--- src/rtl/icache_if.sv ---
// Fetch-side and refill-side signals of the instruction cache, grouped for the controller.
// Refill handshake: mem_req_o/mem_addr_o are held stable until a one-cycle mem_ack_i pulse delivers the line on mem_data_i.
interface icache_if #(
    parameter int LINE_WORDS = 4
);
    logic                    fetch_en_i;
    logic [31:0]             pc_i;
    logic                    flush_i;
    logic [31:0]             instr_o;
    logic                    stall_o;
    logic                    mem_req_o;
    logic [31:0]             mem_addr_o;
    logic                    mem_ack_i;
    logic [32*LINE_WORDS-1:0] mem_data_i;

    modport slave (
        input  fetch_en_i, pc_i, flush_i, mem_ack_i, mem_data_i,
        output instr_o, stall_o, mem_req_o, mem_addr_o
    );

    modport master (
        output fetch_en_i, pc_i, flush_i, mem_ack_i, mem_data_i,
        input  instr_o, stall_o, mem_req_o, mem_addr_o
    );
endinterface

--- src/rtl/icache_ctrl.sv ---
// Direct-mapped, read-only instruction cache controller with zero-latency hits,
// single-line refill over req/ack, and whole-cache flush (deferred while a refill is in flight).
module icache_ctrl #(
    parameter int LINE_WORDS = 4,
    parameter int NUM_LINES  = 32
) (
    input  logic       clk_i,
    input  logic       rst_i,
    icache_if.slave    bus,
    output logic [1:0] dbg_state
);
    localparam int WORD_BITS = $clog2(LINE_WORDS);
    localparam int OFF       = 2 + WORD_BITS;
    localparam int IDX_BITS  = $clog2(NUM_LINES);
    localparam int TAG_LSB   = OFF + IDX_BITS;
    localparam int TAG_BITS  = 32 - TAG_LSB;
    localparam int LINE_BITS = 32 * LINE_WORDS;

    typedef enum logic [1:0] {
        READY  = 2'd0,
        REQ    = 2'd1,
        REFILL = 2'd2
    } state_t;

    state_t               state;
    logic [NUM_LINES-1:0] valid;
    logic [TAG_BITS-1:0]  tag_mem  [NUM_LINES];
    logic [LINE_BITS-1:0] data_mem [NUM_LINES];
    logic                 flush_pend;
    logic                 mem_req;
    logic [31:0]          mem_addr;

    logic [IDX_BITS-1:0]  rd_idx;
    logic [IDX_BITS-1:0]  wr_idx;
    logic [TAG_BITS-1:0]  rd_tag;
    logic [TAG_BITS-1:0]  wr_tag;
    logic [WORD_BITS-1:0] rd_word;
    logic [LINE_BITS-1:0] rd_line;
    logic                 hit;
    logic                 flush_now;
    logic                 stall;
    logic [31:0]          instr;
    logic                 unused_pc;

    assign rd_word   = bus.pc_i[OFF-1:2];
    assign rd_idx    = bus.pc_i[TAG_LSB-1:OFF];
    assign rd_tag    = bus.pc_i[31:TAG_LSB];
    assign wr_idx    = mem_addr[TAG_LSB-1:OFF];
    assign wr_tag    = mem_addr[31:TAG_LSB];
    assign rd_line   = data_mem[rd_idx];
    assign hit       = valid[rd_idx] && (tag_mem[rd_idx] == rd_tag);
    assign unused_pc = ^bus.pc_i[1:0];

    // A flush requested during a refill is held until the first READY cycle.
    assign flush_now = (state == READY) && (bus.flush_i || flush_pend);

    always_comb begin
        stall = 1'b0;
        instr = 32'd0;
        if (!rst_i) begin
            if (state != READY) begin
                stall = 1'b1;
            end else if (flush_now) begin
                stall = 1'b1;
            end else if (bus.fetch_en_i) begin
                if (hit) instr = rd_line[{rd_word, 5'b00000} +: 32];
                else     stall = 1'b1;
            end
        end
    end

    assign bus.stall_o    = stall;
    assign bus.instr_o    = instr;
    assign bus.mem_req_o  = mem_req;
    assign bus.mem_addr_o = mem_addr;
    assign dbg_state      = state;

    // Tag and data arrays carry no reset; only the valid bits qualify them.
    always_ff @(posedge clk_i) begin
        if (!rst_i && state == REQ && bus.mem_ack_i) begin
            tag_mem[wr_idx]  <= wr_tag;
            data_mem[wr_idx] <= bus.mem_data_i;
        end
    end

    always_ff @(posedge clk_i) begin
        if (rst_i) begin
            state      <= READY;
            valid      <= '0;
            mem_req    <= 1'b0;
            mem_addr   <= 32'd0;
            flush_pend <= 1'b0;
        end else begin
            case (state)
                READY: begin
                    if (flush_now) begin
                        valid      <= '0;
                        flush_pend <= 1'b0;
                    end else if (bus.fetch_en_i && !hit) begin
                        mem_addr <= {bus.pc_i[31:OFF], {OFF{1'b0}}};
                        mem_req  <= 1'b1;
                        state    <= REQ;
                    end
                end
                REQ: begin
                    if (bus.flush_i) flush_pend <= 1'b1;
                    if (bus.mem_ack_i) begin
                        valid[wr_idx] <= 1'b1;
                        mem_req       <= 1'b0;
                        state         <= REFILL;
                    end
                end
                REFILL: begin
                    if (bus.flush_i) flush_pend <= 1'b1;
                    state <= READY;
                end
                default: begin
                    state   <= READY;
                    mem_req <= 1'b0;
                end
            endcase
        end
    end
endmodule

--- src/flat_wrapper.sv ---
// flat-port wrapper written by rule: the top's interface ports become plain ports
module icache_ctrl_flat 
#(
    parameter int LINE_WORDS = 4,
    parameter int NUM_LINES  = 32
)
  (clk_i, rst_i, dbg_state, bus_fetch_en_i, bus_pc_i, bus_flush_i, bus_mem_ack_i, bus_mem_data_i, bus_instr_o, bus_stall_o, bus_mem_req_o, bus_mem_addr_o);
  icache_if #(.LINE_WORDS(LINE_WORDS)) bus_i ();
  input  logic clk_i;
  input  logic rst_i;
  output logic [1:0] dbg_state;
  input wire logic [$bits(bus_i.fetch_en_i)-1:0] bus_fetch_en_i;
  input wire logic [$bits(bus_i.pc_i)-1:0] bus_pc_i;
  input wire logic [$bits(bus_i.flush_i)-1:0] bus_flush_i;
  input wire logic [$bits(bus_i.mem_ack_i)-1:0] bus_mem_ack_i;
  input wire logic [$bits(bus_i.mem_data_i)-1:0] bus_mem_data_i;
  output wire logic [$bits(bus_i.instr_o)-1:0] bus_instr_o;
  output wire logic [$bits(bus_i.stall_o)-1:0] bus_stall_o;
  output wire logic [$bits(bus_i.mem_req_o)-1:0] bus_mem_req_o;
  output wire logic [$bits(bus_i.mem_addr_o)-1:0] bus_mem_addr_o;
  assign bus_i.fetch_en_i = bus_fetch_en_i;
  assign bus_i.pc_i = bus_pc_i;
  assign bus_i.flush_i = bus_flush_i;
  assign bus_i.mem_ack_i = bus_mem_ack_i;
  assign bus_i.mem_data_i = bus_mem_data_i;
  assign bus_instr_o = bus_i.instr_o;
  assign bus_stall_o = bus_i.stall_o;
  assign bus_mem_req_o = bus_i.mem_req_o;
  assign bus_mem_addr_o = bus_i.mem_addr_o;
  icache_ctrl #(.LINE_WORDS(LINE_WORDS), .NUM_LINES(NUM_LINES)) u_core (.clk_i(clk_i), .rst_i(rst_i), .bus(bus_i), .dbg_state(dbg_state));
endmodule
--- config.mk ---
export PLATFORM = sky130hd
export DESIGN_NAME = icache_ctrl_flat
export DESIGN_NICKNAME = d
export VERILOG_FILES = /design/src/rtl/icache_if.sv /design/src/rtl/icache_ctrl.sv /design/src/flat_wrapper.sv
export SDC_FILE = /design/constraint.sdc
export NUM_CORES = 2
export LEC_CHECK = 0
export CAP_MARGIN = 20
export CORE_UTILIZATION = 30
export CTS_BUF_LIST = sky130_fd_sc_hd__clkbuf_2 sky130_fd_sc_hd__clkbuf_4 sky130_fd_sc_hd__clkbuf_8
export CTS_CLUSTER_DIAMETER = 40
export CTS_CLUSTER_SIZE = 14
export DETAILED_ROUTE_END_ITERATION = 16
export GPL_TIMING_DRIVEN = 0
export HOLD_SLACK_MARGIN = 0.15
export SLEW_MARGIN = 20
export SYNTH_ARGS = -nofsm -noshare
export SYNTH_HDL_FRONTEND = slang
export SYNTH_MEMORY_MAX_BITS = 65536
export SYNTH_SLANG_ARGS = --single-unit
--- constraint.sdc ---
create_clock -name clk_i -period 29.3 [get_ports clk_i]
set_input_delay 5.86 -clock clk_i [delete_from_list [all_inputs] [get_ports clk_i]]
set_output_delay 5.86 -clock clk_i [all_outputs]
set_load 0.01 [all_outputs]
==> results.yml <==
worst_setup_path:
  critical_path.reg2reg.endpoint: "u_core.data_mem[29][121]"
  cp_data_required_time_ns: 23.44
  timing.setup.critical_path_class: "in -> out"
  critical_path.max_fanout: 10
  r2r_slack_ns: 24.80
  crit_path_start_kind: "primary input"
  worstSetupEndpointType: "primary output"
  worstReg2RegStart: "u_core.dbg_state[1]"
  worst_r2r_path_depth: 13
  crit_arrival_ns: 13.21
logic_synthesis:
  synthFlopType: "sky130_fd_sc_hd__edfxtp_1"
  netlist_instances: 7479
  post_synth.cell_area_avg_sq_um: 25.0
  synth.yosys.warnings: 0
  synth.yosys.seq_area_share_pct: 78.4
  synth_async_sr_flop_share_pct: 0
  synth_area_sq_um: 187000
  netlist-cell-type-count: 68
  synth-edff-count: 4832
  flops_latches_synth: 4896
worst_hold_path:
  min_path_type: "reg -> reg"
  whs_endpoint: "u_core.valid[20]"
  hold_path_start: "u_core.valid[20]"
  hold_depth: 2
routing:
  highest_layer: "met5"
  drc: 0
  antenna_violating_nets_post_route: 0
  routed_wire_length_per_instance_um: 33.7
  wl_met1_mm: 215
  iter_0_drt_violations: 13100
  totalWireLength_mm: 582
  route.met3.wl_mm: 51.8
  post_drt_via_cell_ratio: 5.28
  detailroute.via_count: 91200
  drtPass1Iterations: 5
  met2RoutedLength_mm: 286
finish:
  area_growth_syn_to_layout_pct: 17.5
  seq_area_sq_um: 146000
  layout.nets: 8777
  layout.filler_cells: 56000
  layout_cell_share_with_drive_strength_beyond_1_pct: 33.8
  multi_input_area_sq_um: 38700
  post-route-cell-area_sq_um: 219000
sta:
  fmax_mhz: 52.4
  rsz_0062_raised_after_global_routing: "false"
  timing.slew.headroom_pct: 18.3
  timing.final.crit_share_pct: 65.1
  final_max_slew_viol_count: 0
  report.final.setup_viol: 0
  hold_viol_final: 0
  final_period_minus_worst_setup_slack_ns: 19.07
  worst_slew_pin_slew_ns: 1.23
  clock_skew_ns: 0.0809
  setup_total_neg_slack_ns: 0
run_status:
  result_of_the_run: "finished clean"
cts:
  tritoncts.num_buffers: 474
  cts_resized: 0
  cts.hold.buffers_added: 0
  cts.path.max_buffers: 4
  clk_transition_reported_paths_ns: 0.09
  clk_latency_ns: 1.29
  htree_levels: 5
  cts_root_buffer: "sky130_fd_sc_hd__clkbuf_8"
  clock_sinks: 4896
  postCtsSetupRepairBufs: 0
  cts_tree: "built"
floorplan:
  floorplan.die_area_sq_um: 626000
  effective_utilization_at_floorplan_pct: 30.1
  floorplan.die.width_um: 791
  num_rows: 289
  die_height_um: 791
  area_of_the_placeable_core_sq_um: 620000
  num_io_pins: 233
global_routing:
  grt_start_max_net_pins: 35
  via_count_of_the_first_global_routing_pass: 91400
  grt_util_all_layers_pct: 18.0
  gr-total-overflow: 0
  antenna_violations_before_repair: 110
  global_route_wire_length_before_repair_mm: 780
power:
  power.density_cell_area_nw_per_um2: 58.9
  cellLeakagePower_nw: 66.2
  ir_drop_v: 0.0000450
place:
  numPortBuffers: 221
  placed_cell_area_sq_um: 210000
  finalWeightedCongestion: 0.820
  dp_hpwl_mm: 408
run:
  drv.max_cap_violation_count: 0
-- worst max path at each step --
stage | startpoint | end | slack [ns] | cells past startpoint
floorplan | bus_pc_i[5] | bus_instr_o[10] | 14.43 | 12
global placement | bus_mem_ack_i | u_core.data_mem[31][98] | 2.91 | 5
detailed placement | bus_pc_i[5] | bus_instr_o[20] | 10.40 | 14
CTS | bus_pc_i[5] | bus_instr_o[20] | 10.39 | 14
global route | bus_pc_i[5] | bus_instr_o[20] | 10.36 | 14
finish | bus_pc_i[5] | bus_instr_o[20] | 10.23 | 14
-- sequential cells by signal, summed over array words and instances, names as in the netlist --
name	flops
u_core.data_mem	4096
u_core.tag_mem	736
u_core.valid	32
u_core.bus.mem_addr_o	28
u_core.dbg_state	2
u_core.bus.mem_req_o	1
u_core.flush_pend	1
-- through the flow --
step                hold slack, ns  worst slack (ns)  power, mW  utilization, %  instances
floorplan                    0.431             14.43       8.26               -       7482
finish                       0.484             10.23       12.9            35.4      17300
detailed placement           0.460             10.40       8.66            33.8      16400
global placement             0.457              2.91       8.63            32.2      16000
CTS                          0.480             10.39       13.0            35.4      17200
global route                 0.510             10.36       13.3            35.4      17300
-- critical path, stage by stage --
cell and delay, ns:
sky130_fd_sc_hd__buf_2 0.35, sky130_fd_sc_hd__buf_2 0.43, sky130_fd_sc_hd__buf_2 0.50, sky130_fd_sc_hd__buf_2 0.69, sky130_fd_sc_hd__buf_2 0.61, sky130_fd_sc_hd__clkbuf_2 0.29
sky130_fd_sc_hd__buf_12 0.20, sky130_fd_sc_hd__clkbuf_1 0.92, sky130_fd_sc_hd__mux4_2 0.44, sky130_fd_sc_hd__mux4_2 0.60, sky130_fd_sc_hd__mux4_2 0.67, sky130_fd_sc_hd__mux2i_1 0.53
sky130_fd_sc_hd__nor2_1 0.34, sky130_fd_sc_hd__clkdlybuf4s50_1 0.57
-- logic make-up after synthesis --
kind of cell,share of synthesized area [%]
flip-flops,78.4
multiplexers,18.9
AND/OR/NAND/NOR,0.931
buffers and inverters,1.03
other,0.00201
XOR/XNOR,0.0563
adder cells (fa/ha/maj),0.0268
AO/OA/AOI/OAI,0.659
-- cells in the mapped netlist, drive strengths merged, types with 6 or more instances --
cell / n / area share (%)
nand2: 37 / 0.074
nor4: 11 / 0.040
mux4: 1508 / 18
mux2: 9 / 0.054
inv: 13 / 0.026
a32oi: 6 / 0.028
nand4: 10 / 0.034
nand2b: 43 / 0.14
buf: 215 / 0.63
o41ai: 9 / 0.042
nor2b: 22 / 0.074
xnor2: 8 / 0.038
nor3: 8 / 0.021
a22oi: 34 / 0.14
clkbuf: 188 / 0.38
nor2: 120 / 0.25
o21ai: 16 / 0.043
mux2i: 121 / 0.65
or3b: 7 / 0.033
dfxtp: 64 / 0.69
nand3: 23 / 0.062
a21oi: 42 / 0.11
o22ai: 25 / 0.084
nor3b: 7 / 0.028
edfxtp: 4832 / 78
nand3b: 9 / 0.036
-- cell usage in the layout (no fill, tap or decap), types with 37 or more instances in the layout --
| cell type | synthesis | layout |
|---|---|---|
| sky130_fd_sc_hd__clkbuf_4 | 0 | 46 |
| sky130_fd_sc_hd__dfxtp_1 | 64 | 46 |
| sky130_fd_sc_hd__buf_4 | 41 | 42 |
| sky130_fd_sc_hd__clkinv_2 | 0 | 46 |
| sky130_fd_sc_hd__clkdlybuf4s50_1 | 0 | 204 |
| sky130_fd_sc_hd__mux4_2 | 1508 | 1508 |
| sky130_fd_sc_hd__diode_2 | 0 | 45 |
| sky130_fd_sc_hd__clkbuf_1 | 188 | 125 |
| sky130_fd_sc_hd__nor2_1 | 119 | 86 |
| sky130_fd_sc_hd__clkbuf_2 | 0 | 66 |
| sky130_fd_sc_hd__bufinv_16 | 0 | 37 |
| sky130_fd_sc_hd__clkbuf_8 | 0 | 481 |
| sky130_fd_sc_hd__buf_16 | 0 | 193 |
| sky130_fd_sc_hd__clkinvlp_4 | 0 | 53 |
| sky130_fd_sc_hd__mux2i_1 | 121 | 121 |
| sky130_fd_sc_hd__a21oi_1 | 42 | 42 |
| sky130_fd_sc_hd__nand2_1 | 37 | 37 |
| sky130_fd_sc_hd__buf_12 | 0 | 220 |
| sky130_fd_sc_hd__nand2b_1 | 43 | 43 |
| sky130_fd_sc_hd__clkinv_1 | 0 | 59 |
| sky130_fd_sc_hd__buf_2 | 95 | 141 |
| sky130_fd_sc_hd__edfxtp_1 | 4832 | 4832 |
-- power by group --
group	switching, mW	total, mW	leakage (nW)	internal [mW]
Sequential	0.0247	7.73	43.8	7.70
Clock	2.48	4.44	4.90	1.97
Combinational	0.470	0.767	17.5	0.296
-- cell type report --
cell class | count | area share [%]
diodes | 45 | 0.0513
plain buffers | 403 | 0.911
clock buffers | 526 | 3.17
clock inverters | 279 | 1.29
inverters | 13 | 0.0222
multi-input cells | 2170 | 17.6
flip-flops and latches | 4896 | 66.7
well taps | 8293 | 4.73
repair buffers | 650 | 5.49
-- per-layer routing --
layer	vias up	global-route usage, %
li1	34800	-
met1	49900	22.7
met2	5338	30.2
met3	1113	3.74
met4	60	7.72
met5	-	0
Power figures use the tool's default switching activity.
